<file path="src/rtl/reg_bank_sequencer.sv">
// Register-bank initiator: runs MOV/MVI/INR/DCR as timed read-latch-write
// sequences on the bank's RS/RD/WR/En/Din lines, one command at a time.
module reg_bank_sequencer #(
  parameter int WIDTH     = 8,
  parameter int READ_WAIT = 0
) (
  input  logic             clk,
  input  logic             rst_n,
  input  logic             cmd_valid,
  output logic             cmd_ready,
  input  logic [1:0]       cmd_op,
  input  logic [2:0]       cmd_src,
  input  logic [2:0]       cmd_dst,
  input  logic [WIDTH-1:0] cmd_imm,
  input  logic [WIDTH-1:0] bank_dout,
  output logic [2:0]       bank_rs,
  output logic             bank_rd,
  output logic             bank_wr,
  output logic             bank_en,
  output logic [WIDTH-1:0] bank_din,
  output logic             done,
  output logic [WIDTH-1:0] result,
  output logic             flag_z
);

  typedef enum logic [1:0] {
    IDLE  = 2'b00,
    READ  = 2'b01,
    WRITE = 2'b10,
    DONE  = 2'b11
  } state_t;

  localparam logic [1:0]       OP_MOV    = 2'b00;
  localparam logic [1:0]       OP_MVI    = 2'b01;
  localparam logic [1:0]       OP_INR    = 2'b10;
  localparam logic [1:0]       OP_DCR    = 2'b11;
  localparam logic [2:0]       WAIT_LAST = 3'(READ_WAIT);
  localparam logic [WIDTH-1:0] ONE       = WIDTH'(1);

  state_t           state_r;
  logic [1:0]       op_r;
  logic [2:0]       src_r;
  logic [2:0]       dst_r;
  logic [2:0]       wait_r;
  logic [WIDTH-1:0] tmp_r;
  logic [WIDTH-1:0] result_r;
  logic             flag_z_r;

  // Command sequencing FSM: latch on accept, sample Dout on the last READ edge
  always_ff @(posedge clk or negedge rst_n) begin
    if (!rst_n) begin
      state_r  <= IDLE;
      op_r     <= 2'b00;
      src_r    <= 3'b000;
      dst_r    <= 3'b000;
      wait_r   <= 3'b000;
      tmp_r    <= '0;
      result_r <= '0;
      flag_z_r <= 1'b0;
    end else begin
      case (state_r)
        IDLE: begin
          if (cmd_valid) begin
            op_r   <= cmd_op;
            src_r  <= cmd_src;
            dst_r  <= cmd_dst;
            wait_r <= 3'b000;
            if (cmd_op == OP_MVI) begin
              tmp_r   <= cmd_imm;
              state_r <= WRITE;
            end else begin
              state_r <= READ;
            end
          end
        end
        READ: begin
          if (wait_r == WAIT_LAST) begin
            case (op_r)
              OP_MOV:  tmp_r <= bank_dout;
              OP_INR:  tmp_r <= bank_dout + ONE;
              OP_DCR:  tmp_r <= bank_dout - ONE;
              default: tmp_r <= bank_dout;
            endcase
            state_r <= WRITE;
          end else begin
            wait_r <= wait_r + 3'd1;
          end
        end
        WRITE: begin
          state_r <= DONE;
        end
        DONE: begin
          result_r <= tmp_r;
          if ((op_r == OP_INR) || (op_r == OP_DCR)) begin
            flag_z_r <= (tmp_r == '0);
          end
          state_r <= IDLE;
        end
        default: begin
          state_r <= IDLE;
        end
      endcase
    end
  end

  // Bank address select; strobes below are pure state decodes so reset kills them at once
  always_comb begin
    bank_rs = 3'b000;
    case (state_r)
      READ:    bank_rs = (op_r == OP_MOV) ? src_r : dst_r;
      WRITE:   bank_rs = dst_r;
      default: bank_rs = 3'b000;
    endcase
  end

  assign bank_rd   = (state_r == READ);
  assign bank_wr   = (state_r == WRITE);
  assign bank_en   = (state_r == READ) || (state_r == WRITE);
  assign cmd_ready = (state_r == IDLE);
  assign done      = (state_r == DONE);
  assign bank_din  = tmp_r;
  assign result    = result_r;
  assign flag_z    = flag_z_r;

endmodule
</file>
<file path="config.mk">
export PLATFORM = sky130hd
export DESIGN_NAME = reg_bank_sequencer
export DESIGN_NICKNAME = d
export VERILOG_FILES = /design/src/rtl/reg_bank_sequencer.sv
export SDC_FILE = /design/constraint.sdc
export NUM_CORES = 1
export LEC_CHECK = 0
export CORE_ASPECT_RATIO = 0.6
export CORE_MARGIN = 2
export CORE_UTILIZATION = 48
export CTS_CLUSTER_SIZE = 14
export DETAILED_ROUTE_END_ITERATION = 10
export PLACE_DENSITY = 0.85
export SYNTH_ARGS = -nofsm -noshare
export SYNTH_HDL_FRONTEND = slang
export SYNTH_SLANG_ARGS = --single-unit
</file>
<file path="constraint.sdc">
create_clock -name clk -period 2.6 [get_ports clk]
set_input_delay 0.78 -clock clk [delete_from_list [all_inputs] [get_ports clk]]
set_output_delay 0.78 -clock clk [all_outputs]
set_load 0.01 [all_outputs]
</file>
## After elaboration in Yosys (flattened, before gate mapping)

Index checks and enable logic that the tools add are counted.

- Bits in registers: 30
- Output and inout port bits: 25
- Input bits: 27

- Equality and inequality tests: 10
- Muxes and demuxes: 14
- Reductions and logical operators: 12
- Add/sub/neg operators: 3

Operator list:

| cell | number |
|---|---|
| $pmux W8 S2 | 2 |
| $mux W8 | 3 |
| $pmux W3 S2 | 2 |
| $mux W3 | 3 |
| $add A8 B1 Y8 const B | 1 |
| $eq A2 B2 Y1 const B | 4 |
| $logic_not A8 Y1 | 1 |
| $pmux W2 S4 | 1 |
| $sub A8 B1 Y8 const B | 1 |
| $mux W2 | 3 |
| $reduce_and A2 Y1 | 3 |
| $eq A2 B1 Y1 const B | 2 |
| $logic_not A2 Y1 | 2 |
| $ne A2 B1 Y1 const B | 2 |
| $ne A2 B2 Y1 const B | 2 |
| $reduce_and A4 Y1 | 1 |
| $add A3 B1 Y3 const B | 1 |
| $logic_not A3 Y1 | 1 |
| $reduce_and A3 Y1 | 1 |
| $logic_or A1 B1 Y1 | 2 |
| $reduce_bool A2 Y1 | 1 |

## Longest topological paths before layout

Gate-level depths: netlist (run 1).

- Depth in word-level cells: 4
- Gate-level depth with buffers: 10

## Worst setup path before layout (run 1)

Ideal clock, no wire load.

- Kind: register to output
- From: register state_r[1]
- To: output bank_rs[1]
- Data required time: 1.820 ns
- Data arrival time: 1.605 ns
- Path buffers: 2
- Cell stages (with the launch flop): 7
- Path slack: 0.215 ns
- Path through: dfrtp_1 > inv_1 > ha_1 > clkbuf_1 > buf_2 > nand3_1 > a21boi_0

- Word-level cells in the longest chain between the ends: 2
- Elaborated cells between the ends (all ways): 3

RTL lines:

| what | line | source |
|---|---|---|
| start: declaration | 40 | `state_t state_r;` |
| start signal: assignment | 52 | `state_r <= IDLE;` |
| start signal: assignment | 70 | `state_r <= WRITE;` |
| start signal: assignment | 72 | `state_r <= READ;` |
| $eq A2 B1 Y1 | n/a |  |
| net bank_rd | 17 | `output logic bank_rd,` |
| $pmux W3 S2 | 109 | `case (state_r)` |
| end: declaration | 16 | `output logic [2:0] bank_rs,` |

The timed path passes the listed nets, and every way through them passes these cells.

## Worst setup path after layout (run 1)

- From: register state_r[0]
- To: output bank_wr

- Word-level cells in the longest chain between the ends: 1

RTL lines:

| what | line | source |
|---|---|---|
| $eq A2 B2 Y1 | 117 | `assign bank_wr = (state_r == WRITE);` |
| end: declaration | 18 | `output logic bank_wr,` |

No other way between the ends.

==> summary by stage, run 1 <==
Setup path
The worst path arrival time is around 1800 ps. The largest individual stage delay along the critical path comes from the cell clkdlybuf4s50_1. The worst-case reg-to-reg path depth is 9.

The peak fanout along the critical path is 4. The startpoint identified for the worst register-to-register timing path is state_r[0]. In this design, the stage delay of the slowest critical-path cell is between 500 and 600 ps.

For flop-to-flop paths, the worst setup slack is ~540 ps. The timing startpoint of the critical path is state_r[0]. At the worst endpoint, the required time is approximately 1800 ps.

The startpoint kind of the worst setup timing path is a flop. Traced cell by cell, the critical path runs through inv_2 > ha_2 > buf_4 > clkdlybuf4s50_1. The type of the worst setup path is flop to output pin. The endpoint kind of the worst setup timing path is an output pin. The worst register-to-register path ends at bank_din[4].

Job
The max-capacitance violation count is 0.

Place
The congestion estimate from routability-driven global placement came to 0.792. Buffers placed on the I/O ports in this run total a little over 50. The pre-CTS setup slack is 80.3 ps. Detailed placement finished with a half-perimeter wire length of approximately 3500 um.

Hold path
The endpoint with the worst hold slack is flag_z. The startpoint of the worst hold path is flag_z. The worst hold path was traced through 2 stages. The min-delay analysis places its worst path in the category flop to flop.

Timing
The final setup TNS is 0 ps. The number of pins exceeding their max-slew limit in the final report came to 0. Setup violations remaining at the end of the flow were counted as 0. The hold violation total from the final report is 0.

At the pin with the least slew margin, the transition time is between 400 and 500 ps. Setup slack closes at ~58 ps. The worst-case clock skew is 2.89 ps. The highest clock rate is a little under 0.4 GHz.

Setup repair after global routing left no endpoint under its margin. Of the available clock period, the critical path in the final layout requires between 90% and 100%. The headroom to the max-slew limit is between 70 and 80%. The final critical-path required period is approximately 2500 ps.

Layout
The layout-stage area growth over the synthesis result is 38.9%. The filler cell count is 270. The proportion of layout cells with a drive suffix above 1 is 23.6%. The repair_antennas step left the layout with diodes totalling 0.

Leaving out fill and tap cells, the most frequent cells in the layout are 48 x clkdlybuf4s50_1, 30 x dfrtp_1, 22 x mux2_2, 17 x nor2_1, 15 x buf_4. The commonest non-fill, non-tap cell in the layout is clkdlybuf4s50_1. After the last flow step, the layout net total stands at between 200 and 300.

Route
After the first detailed-routing iteration, the DRC count stood at a little under 80. Once detail routing completed, the nets flagged for antenna violations numbered 0. The total via count after detailed routing is approximately 1700. The final layout contains routed wiring with a total length of 4610 um. The average wire per cell in the routed design is 15.1 um. The first detailed-routing pass ran for 4 iterations. The remaining design rule violation count is 0.

Using the TritonRoute via totals, the vias-per-cell ratio works out to 5.47.

Global route
The number of antenna violations at the first check in global routing is 0. Entering global routing, the biggest net connects 31 pins. The first global-routing pass estimated 7530 um of wire. The overall routing resource usage is between 20 and 25%. The via count of the first global-routing pass came to around 1600. Summed over all layers, the global routing overflow is 0.

Clock tree
The number of buffers on the longest clock path is 2. CTS built an H-tree with a depth of 2. The number of setup buffers added after CTS is 0. Clock tree synthesis found a total of 30 sinks. The quantity of hold-fixing buffers added after cts is 0. The TritonCTS clock tree is built. The clock reaches the later pin of the worst-skew pair after 280 ps. The clock-pin slew on the worst setup and hold paths is 60 ps. In this run the clock root is driven by a clkbuf_8.

In this run, CTS created clock tree buffers numbering 5.

Logic synthesis
Counting flops with a built-in enable in the synthesized netlist gives 0. The unique cell type count in the Yosys netlist is between 40 and 50. The average size of a mapped cell is 9.96 um2. For this run, the leading register cell type out of synthesis is dfrtp_1. Counting flops with an async set or reset pin after synthesis yields a share of 100%. In this run, synthesis produced a sequential element count of 30.

The synthesized instance count is approximately 200. The number of nets in the synthesized netlist is 229. The Yosys warning count is 0. The cell area that synthesis handed to floorplanning was about 0.002 mm2. Sequential elements use just under 40% of the synthesized area.

Power
The leakage power is between 1 and 1.5 nW. Dividing total power by cell area gives a power density of between 1000 and 1500 mW/mm2. The highest ir drop seen on vdd is between 0.6 and 0.7 mV.

Floorplan
The effective utilization at floorplan is around half. The number of top-level design ports is between 50 and 60. The chip width is 86.1 um. The floorplan die height is 53.3 um. The floorplan core area is between 0.003 and 0.004 mm2. The placement row count is 17.

The floorplan step defined a die boundary enclosing around 0.0046 mm2.

Status
The flow ran to the end, and the final reports show no timing, DRC or antenna violations.
state kept, by name, summed over array words and instances (netlist names):
name	count
result	8
bank_din	8
src_r	3
flag_z	1
state_r	2
dst_r	3
op_r	2
wait_r	3
cell usage after synthesis (all sizes together) (4+ instances only):
| library cell | number | share of area, % |
|---|---|---|
| nand2 | 11 | 2.1 |
| nor4 | 4 | 1.3 |
| mux2 | 23 | 13 |
| a21oi | 9 | 3.1 |
| nand3 | 6 | 1.5 |
| nor2 | 18 | 3.5 |
| nor2b | 6 | 1.9 |
| dfrtp | 30 | 39 |
| o21ai | 15 | 3.9 |
| a22oi | 5 | 1.9 |
| nor3 | 4 | 1.3 |
| clkbuf | 7 | 3.0 |
| nand2b | 4 | 1.3 |
| buf | 4 | 1.6 |
| xor2 | 5 | 2.3 |
| inv | 6 | 1.2 |
| ha | 7 | 4.5 |
what timing repair did:
item / 4_1_cts / 5_1_grt
endpoints found under the setup margin: 4 / 1
pin swaps: 0 / 0
gates resized for setup: 13 / 3
where the power goes:
part	switching, mW	internal (mW)	leakage [nW]
Clock	0.181	0.282	0.0579
Sequential	0.176	0.688	0.353
Combinational	0.841	0.974	0.675
Total	1.20	1.94	1.09
how the worst max path moves through the flow:
stage / end / slack [ps] / cells past startpoint
after floorplan: bank_rs[1] / 220 / 6
after global placement: bank_din[2] / 90 / 8
after detailed placement: bank_din[7] / 80 / 6
after CTS: bank_rd / 30 / 4
after global routing: bank_wr / 6 / 4
final: bank_wr / 60 / 4
through the flow:
step                hold slack [ps]  cells  power, mW  util, %  cell area [um2]
floorplan                       473    195       1.91        -             1940
global placement                467    298       2.55     67.5             2540
detailed placement              468    298       2.59     67.5             2540
CTS                             483    306       3.12     71.4             2690
global route                    525    306       3.36     71.7             2700
finish                          478    306       3.14     71.7             2700
critical path, delay by kind of cell, from the launching register on:
family	cells	cell delay (ps)
buffers and inverters	3	790
flip-flops	1	450
adder cells (fa/ha/maj)	1	250
layer usage:
| metal | up-vias | track usage, % | part of all wire [%] |
|---|---|---|---|
| met3 | 6 | 8.11 | 8.2 |
| met1 | 783 | 29.3 | 47 |
| met4 | 0 | 6.35 | 0.76 |
| li1 | 823 | - | - |
| met2 | 62 | 34.6 | 44 |
| met5 | - | 0 | 0 |
area by class of cell:
type	instances	area [um2]	area share [%]
well taps	47	58.8	2.18
multi-input cells	148	1120	41.4
flip-flops and latches	30	751	27.8
inverters	6	22.5	0.835
clock inverters	3	40.0	1.48
clock buffers	5	68.8	2.55
repair buffers	67	639	23.7
cells by family (layout without fill, tap and decap cells):
group	after synthesis	count (layout)	share of synthesized area [%]
and+or+nand+nor	65	65	18.2
AOI/OAI and AO/OA	42	42	14.4
DFF	30	30	38.7
muxes	26	26	14.9
buffers and inverters	17	81	5.73
xor gates and xnor gates	8	8	3.61
adders and majority gates	7	7	4.51
No activity file was read; power rests on OpenSTA's default activity.
==> run 2: changes to the inputs <==
--- a/config.mk
+++ b/config.mk
@@ -6,11 +6,12 @@
 export NUM_CORES = 1
 export LEC_CHECK = 0
 export CORE_ASPECT_RATIO = 0.6
-export CORE_MARGIN = 2
+export CORE_MARGIN = 4
 export CORE_UTILIZATION = 48
 export CTS_CLUSTER_SIZE = 14
 export DETAILED_ROUTE_END_ITERATION = 10
 export PLACE_DENSITY = 0.85
+export SLEW_MARGIN = 20
 export SYNTH_ARGS = -nofsm -noshare
 export SYNTH_HDL_FRONTEND = slang
 export SYNTH_SLANG_ARGS = --single-unit
==> run 2 against run 1 <==
Net effect: fmax rose by 1.9%; cell area barely moved; first-iteration DRC count rose by 33%; hold slack improved by 5.7 ps; critical endpoint is now bank_en; largest cell class unchanged; setup slack improved by 48 ps.
==> summary by stage, run 2 (synthesis results as in run 1) <==
Global route
The total overflow reported by the global router is 0 (unchanged). The maximum number of pins on one net before global-route repair came to 31 (unchanged). The wire length of the first global-routing pass came to 7750 um (+2.9%). The overall routing resource usage is 18.8% (-3.5 points). The via count of the first global-routing pass is 1540 (-3.0%).

The number of antenna violations at the first check in global routing is 0 (unchanged).

Place
The final RePlAce weighted congestion is 0.886 (+12%). The half-perimeter wire length after placement came to 3620 um (+5.0%). The pre-CTS setup slack is 21.0 ps (-59.3 ps). The instance area after placement is 0.00256 mm2 (+0.59%). The instance count after placement with tap cells included is 300 (+0.67%). The number of input and output port buffers inserted was 51 (unchanged).

Layout
The top cell types in the final layout, fill and taps aside, are 47 x clkdlybuf4s50_1, 30 x dfrtp_1, 22 x mux2_2, 21 x buf_4, 17 x nor2_1. The final standard cell count with taps included and fillers excluded is 312 (+2.0%). The fraction of the core area covered by cells at the end of the flow is 71.3% (-0.34 points). The number of nets at the end of the flow is 298 (+2.1%). The commonest non-fill, non-tap cell in the layout is clkdlybuf4s50_1.

The sequential cell area in the final layout is 751 um2 (unchanged). The diode insertion count for antenna repair was 0 (unchanged). The filler cell count is 289 (+7.0%). The proportion of layout cells with a drive suffix above 1 came to 25.3% (+1.7 points). The total area of multi-input combinational cells is 0.00110 mm2 (-1.8%).

The layout-stage area growth over the synthesis result is 39.0% (about the same). The design area is 0.00270 mm2 (about the same).

Power
The highest ir drop seen on vdd was 0.563 mV (-11%). The cell area power density is 1150 mW/mm2 (-1.4%). The leakage power was 1.11 nW (+2.0%).

Clock tree
The clock-pin slew on the worst setup and hold paths came to 60 ps (about the same). The clock insertion delay at the later pin of the skew report is 280 ps (about the same). The quantity of hold-fixing buffers added after cts is 0 (unchanged). The clock sink count is 30 (unchanged). The library cell used as clock root buffer is clkbuf_8. TritonCTS built the clock tree. The number of buffers on the longest clock path came to 2 (unchanged).

The CTS buffer count is 5 (unchanged). The number of H-tree levels is 2 (unchanged).

Floorplan
The floorplan core area is 0.00379 mm2 (+0.56%). The floorplan die height is 57.3 um (+7.5%). The total die area is 0.00516 mm2 (+13%). The placement row count came to 17 (unchanged). The chip width came to 90.1 um (+4.6%). The number of top-level design ports was 52 (unchanged).

The effective utilization at floorplan is 51.3% (-0.29 points).

Timing
The number of pins exceeding their max-slew limit in the final report is 0 (unchanged). The hold violation total from the final report came to 0 (unchanged). The final critical-path required period came to 2490 ps (-48.2 ps). The worst setup margin was 106 ps (+48.2 ps). The actual transition at the worst max-transition pin is 396 ps (-17.1 ps).

The number of setup violations in the final report came to 0 (unchanged). The highest clock rate is 0.401 GHz (+1.9%). The final setup TNS is 0 ps (unchanged). The headroom to the max-slew limit came to 73.5% (+1.1 points). The worst-case clock skew is 5.02 ps (+2.13 ps). Setup repair after global routing left no endpoint under its margin. The fraction of the cycle the final worst path needs is 95.9% (-1.9 points).

Hold path
The number of cells on the worst hold path is 2 (unchanged). The classification of the worst-slack hold path is flop to flop. The startpoint of the worst hold path is flag_z. The worst hold path terminates at flag_z.

Status
The run finished with clean final reports.

Route
The detail-routed via count per cell is 5.66 (+3.5%). The number of DRC markers in iteration 0 is 104 (+33%). The total via count after detailed routing is 1767 (+5.6%). The total wirelength of the detailed-routed design is 4840 um (+5.0%). The detailed-router iteration count before antenna repair is 4 (unchanged). The remaining design rule violation count is 0 (unchanged). The antenna violation net count after detailed routing is 0 (unchanged).

The average wire per cell in the routed design is 15.5 um (+3.0%).

Setup path
The endpoint kind of the worst setup timing path is an output pin. The setup path with the least slack is of type flop to output pin. The startpoint kind of the worst setup timing path is a flop.

The worst-case reg-to-reg path depth came to 7 (-2). The peak fanout along the critical path is 5 (+1). The critical path required time is 1820 ps (about the same). The worst path arrival time is 1710 ps (-50 ps).

In this run the critical register-to-register path is captured at bank_din[1]. The register-to-register setup slack is 400 ps (-140 ps). In this run the critical register-to-register path is launched from state_r[0].

Job
The max-capacitance violation count is 0 (unchanged).
-- run 2: power by group --
part / switching, mW / leakage [nW] / internal [mW] / total (mW)
Sequential: 0.174 / 0.353 / 0.688 / 0.862
Clock: 0.182 / 0.0472 / 0.212 / 0.394
Combinational: 0.860 / 0.707 / 0.986 / 1.85
Total: 1.22 / 1.11 / 1.89 / 3.10
-- run 2: layout make-up --
| class | count | area share, % |
|---|---|---|
| clock buffers | 6 | 3.06 |
| clock inverters | 2 | 0.463 |
| multi-input cells | 148 | 40.6 |
| flip-flops and latches | 30 | 27.8 |
| inverters | 6 | 0.834 |
| well taps | 47 | 2.18 |
| repair buffers | 73 | 25.0 |
-- run 2: worst max-delay path: stages (launching register included) --
cell             delay (ps)
dfrtp_1                 400
inv_1                    90
ha_2                    390
clkdlybuf4s50_1         560
-- run 2: stage by stage --
step	total power, mW	hold slack (ps)
2_1_floorplan	1.91	473
3_3_place_gp	2.57	467
3_5_place_dp	2.62	469
4_1_cts	3.07	484
5_1_grt	3.30	530
6_report	3.10	483
-- run 2: worst max-delay path by stage --
stage / start / endpoint / cells after the start
6_report: state_r[0] / bank_en / 3
5_1_grt: state_r[0] / bank_rs[2] / 6
4_1_cts: state_r[1] / done / 3
3_5_place_dp: bank_dout[1] / bank_din[2] / 8
3_3_place_gp: bank_dout[1] / bank_din[2] / 8
2_1_floorplan: state_r[1] / bank_rs[1] / 6
-- run 2: routing by layer --
| metal | vias to the layer above | wire length, um | track usage [%] |
|---|---|---|---|
| met5 | - | 0 | 0 |
| met4 | 0 | 51 | 4.36 |
| met3 | 6 | 434 | 5.14 |
| met1 | 856 | 2170 | 27.4 |
| li1 | 834 | - | - |
| met2 | 71 | 2180 | 27.8 |
-- run 2: what timing repair did --
action                                  4_1_cts  5_1_grt
pin swaps                                     2        2
endpoints found under the setup margin        3        4
endpoints found under the hold margin         0        0
gates resized for setup                       9        7
buffers inserted                              3        1
==> run 3: changes to the inputs <==
--- a/config.mk
+++ b/config.mk
@@ -11,6 +11,7 @@
 export CTS_CLUSTER_SIZE = 14
 export DETAILED_ROUTE_END_ITERATION = 10
 export PLACE_DENSITY = 0.85
+export REMOVE_ABC_BUFFERS = 1
 export SLEW_MARGIN = 20
 export SYNTH_ARGS = -nofsm -noshare
 export SYNTH_HDL_FRONTEND = slang
==> constraint.sdc (replaced) <==
create_clock -name clk -period 2.7 [get_ports clk]
set_input_delay 0.81 -clock clk [delete_from_list [all_inputs] [get_ports clk]]
set_output_delay 0.81 -clock clk [all_outputs]
set_load 0.01 [all_outputs]
==> run 3 against run 2 <==
Net effect: hold slack better by 17 ps; register-to-register slack better by 270 ps; utilization down 0.23 points; global-route usage up 1.1 points; first-iteration DRC count down 29%; setup slack better by 23 ps; largest cell class unchanged; largest power group unchanged; non-clock buffer count down 4; flip-flop and latch count unchanged.
==> summary by stage, run 3 (synthesis results as in run 1) <==
Status
The flow ran to the end, and the final reports show no timing, DRC or antenna violations.

Timing
The highest clock rate is between 0.3 and 0.4 GHz. The hold violation total from the final report came to 0 (unchanged). The worst-case clock skew is 6.40 ps (+1.38 ps).

Of the available clock period, the critical path in the final layout requires ~95%. The number of setup violations in the final report came to 0 (unchanged). The headroom to the max-slew limit is 72.7% (-0.84 points). The final setup TNS was 0 ps (unchanged).

The worst path needs 2570 ps of the cycle, external delays included. The number of pins exceeding their max-slew limit in the final report is 0 (unchanged). The actual transition at the worst max-transition pin is 409 ps (+12.6 ps).

The worst hold slack across all endpoints is 501 ps (+17.3 ps). Setup repair after global routing left no endpoint under its margin.

Clock tree
The clock-pin slew on the worst setup and hold paths was 60 ps (about the same). The clock sink count came to 30 (unchanged). The CTS buffer count is 5 (unchanged). The TritonCTS clock tree is built.

The quantity of hold-fixing buffers added after cts is 0 (unchanged). The number of buffers on the longest clock path is 2 (unchanged). The number of H-tree levels is 2 (unchanged). The clock insertion delay at the later pin of the skew report came to 280 ps (about the same).

The root buffer cell chosen for the clock tree is clkbuf_8.

Global route
The number of antenna violations at the first check in global routing is 0 (unchanged). The wire length of the first global-routing pass is 8180 um (+5.5%). The via count of the first global-routing pass is 1644 (+6.8%). The maximum number of pins on one net before global-route repair is 31 (unchanged).

The total overflow reported by the global router was 0 (unchanged). The overall routing resource usage is 19.9% (+1.1 points).

Hold path
The number of cells on the worst hold path is 2 (unchanged). The startpoint of the worst hold path is flag_z. The worst hold path terminates at flag_z.

The path class of the tightest hold or removal check is flop to flop.

Job
The max-capacitance violation count is 0 (unchanged).

Route
The remaining design rule violation count is 0 (unchanged). The detail-routed via count per cell is 5.54 (-2.1%). The top routing layer in use is met3. The detailed-router iteration count before antenna repair is 4 (unchanged).

The met2 wire length is 2100 um (-3.8%). The detailed-route wire length on metal 1 is 2380 um (+9.5%). The number of DRC markers in iteration 0 was 74 (-29%). The total via count after detailed routing is 1707 (-3.4%). The total wirelength of the detailed-routed design came to 4960 um (+2.5%).

The antenna violation net count after detailed routing is 0 (unchanged). The average wire per cell in the routed design is 16.1 um (+3.8%). The wire length on met3 came to 481 um (+11%).

Setup path
The worst path arrival time is 1760 ps (+50 ps). The peak fanout along the critical path came to 20 (+15). The end of the worst register-to-register path is bank_din[3].

The worst-case reg-to-reg path depth is 7 (unchanged). The signal on the critical path passes through inv_2 > ha_4 > buf_6 > clkdlybuf4s50_1. The launch point of the worst reg-to-reg path is state_r[1]. STA classifies the critical path endpoint as an output pin. The maximum single-stage delay on the critical path is 560 ps (about the same).

The register-to-register setup slack is 670 ps (+270 ps). The slowest stage cell on the critical path is clkdlybuf4s50_1. The type of the worst setup path is flop to output pin. The critical path required time came to 1890 ps (+70 ps). The startpoint kind of the worst setup timing path is a flop.

Power
The leakage power is 1.10 nW (-0.89%). The cell area power density is 1100 mW/mm2 (-4.2%). The highest ir drop seen on vdd is 0.691 mV (+23%).

Layout
The area growth from synthesis to layout is 38.6%. The commonest non-fill, non-tap cell in the layout is clkdlybuf4s50_1. The top cell types in the final layout, fill and taps aside, are 48 x clkdlybuf4s50_1, 30 x dfrtp_1, 22 x mux2_2, 17 x nor2_1, 17 x buf_4. The fraction of the core area covered by cells at the end of the flow was 71.1% (-0.23 points).

The number of nets at the end of the flow was 294 (-1.3%). The proportion of layout cells with a drive suffix above 1 is 23.4% (-1.9 points). The diode insertion count for antenna repair came to 0 (unchanged).

Place
The number of input and output port buffers inserted is 51 (unchanged). The half-perimeter wire length after placement is 3760 um (+3.8%). The final RePlAce weighted congestion came to 0.893 (+0.84%).

Floorplan
The chip width is 90.1 um (unchanged). The total die area is 0.00516 mm2 (unchanged). The effective utilization at floorplan is 51.3% (unchanged). The number of top-level design ports was 52 (unchanged). The placement row count is 17 (unchanged). The floorplan core area came to 0.00379 mm2 (unchanged). The floorplan die height is 57.3 um (unchanged).
[run 3: cell types whose count changed in the layout (fill, tap and decap cells not counted), sizes merged]
cell           before  now
clkdlybuf4s50      47   48
buf                22   18
dlygate4sd2         1    2
clkbuf              7    6
clkdlybuf4s15       1    0
[run 3: cell type report]
| cell class | instances | area (um2) |
|---|---|---|
| clock buffer | 6 | 82.6 |
| multi-input combinational | 148 | 1110 |
| fill | 292 | 1090 |
| sequential | 30 | 751 |
| inverter | 6 | 22.5 |
| tap | 47 | 58.8 |
| clock inverter | 2 | 12.5 |
| timing repair buffer | 69 | 649 |
[run 3: layer usage]
layer,global-route usage (%),vias to the layer above
li1,-,829
met3,8.56,0
met5,0,-
met1,29.9,814
met4,1.31,0
met2,27.3,64
[run 3: where the power goes]
group	switching (mW)	internal (mW)
logic	0.819	0.931
registers	0.172	0.663
clock network	0.172	0.205
total	1.16	1.80
[run 3: worst max-delay path by stage]
stage                     depth (start not counted)  slack [ps]       start    endpoint
after CTS                                         4           3  state_r[1]  bank_rs[0]
after global placement                            6         160  state_r[1]  bank_rs[1]
after global routing                              6          50  state_r[1]  bank_rs[1]
after detailed placement                          6         130  state_r[1]  bank_rs[1]
after floorplan                                   5         170  state_r[1]  bank_rs[1]
final                                             4         130  state_r[1]     bank_rd
[run 3: timing repair]
action / 4_1_cts / 5_1_grt
pin swaps: 0 / 0
endpoints found under the setup margin: 4 / 2
gates resized for setup: 7 / 4
buffers inserted: 2 / 0
[run 3: critical path: cells and delay by family (launching register included)]
| kind | cells | cell delay [ps] |
|---|---|---|
| buffers and inverters | 3 | 870 |
| adder cells (fa/ha/maj) | 1 | 180 |
| flip-flops | 1 | 430 |
[run 3: stage by stage]
stage	std cells	total power [mW]	area, um2	setup WS [ps]
floorplan	184	1.76	1850	173
global placement	298	2.46	2540	157
global route	308	3.19	2690	50.7
CTS	308	2.94	2670	3.43
finish	308	2.96	2690	129
detailed placement	298	2.51	2540	125
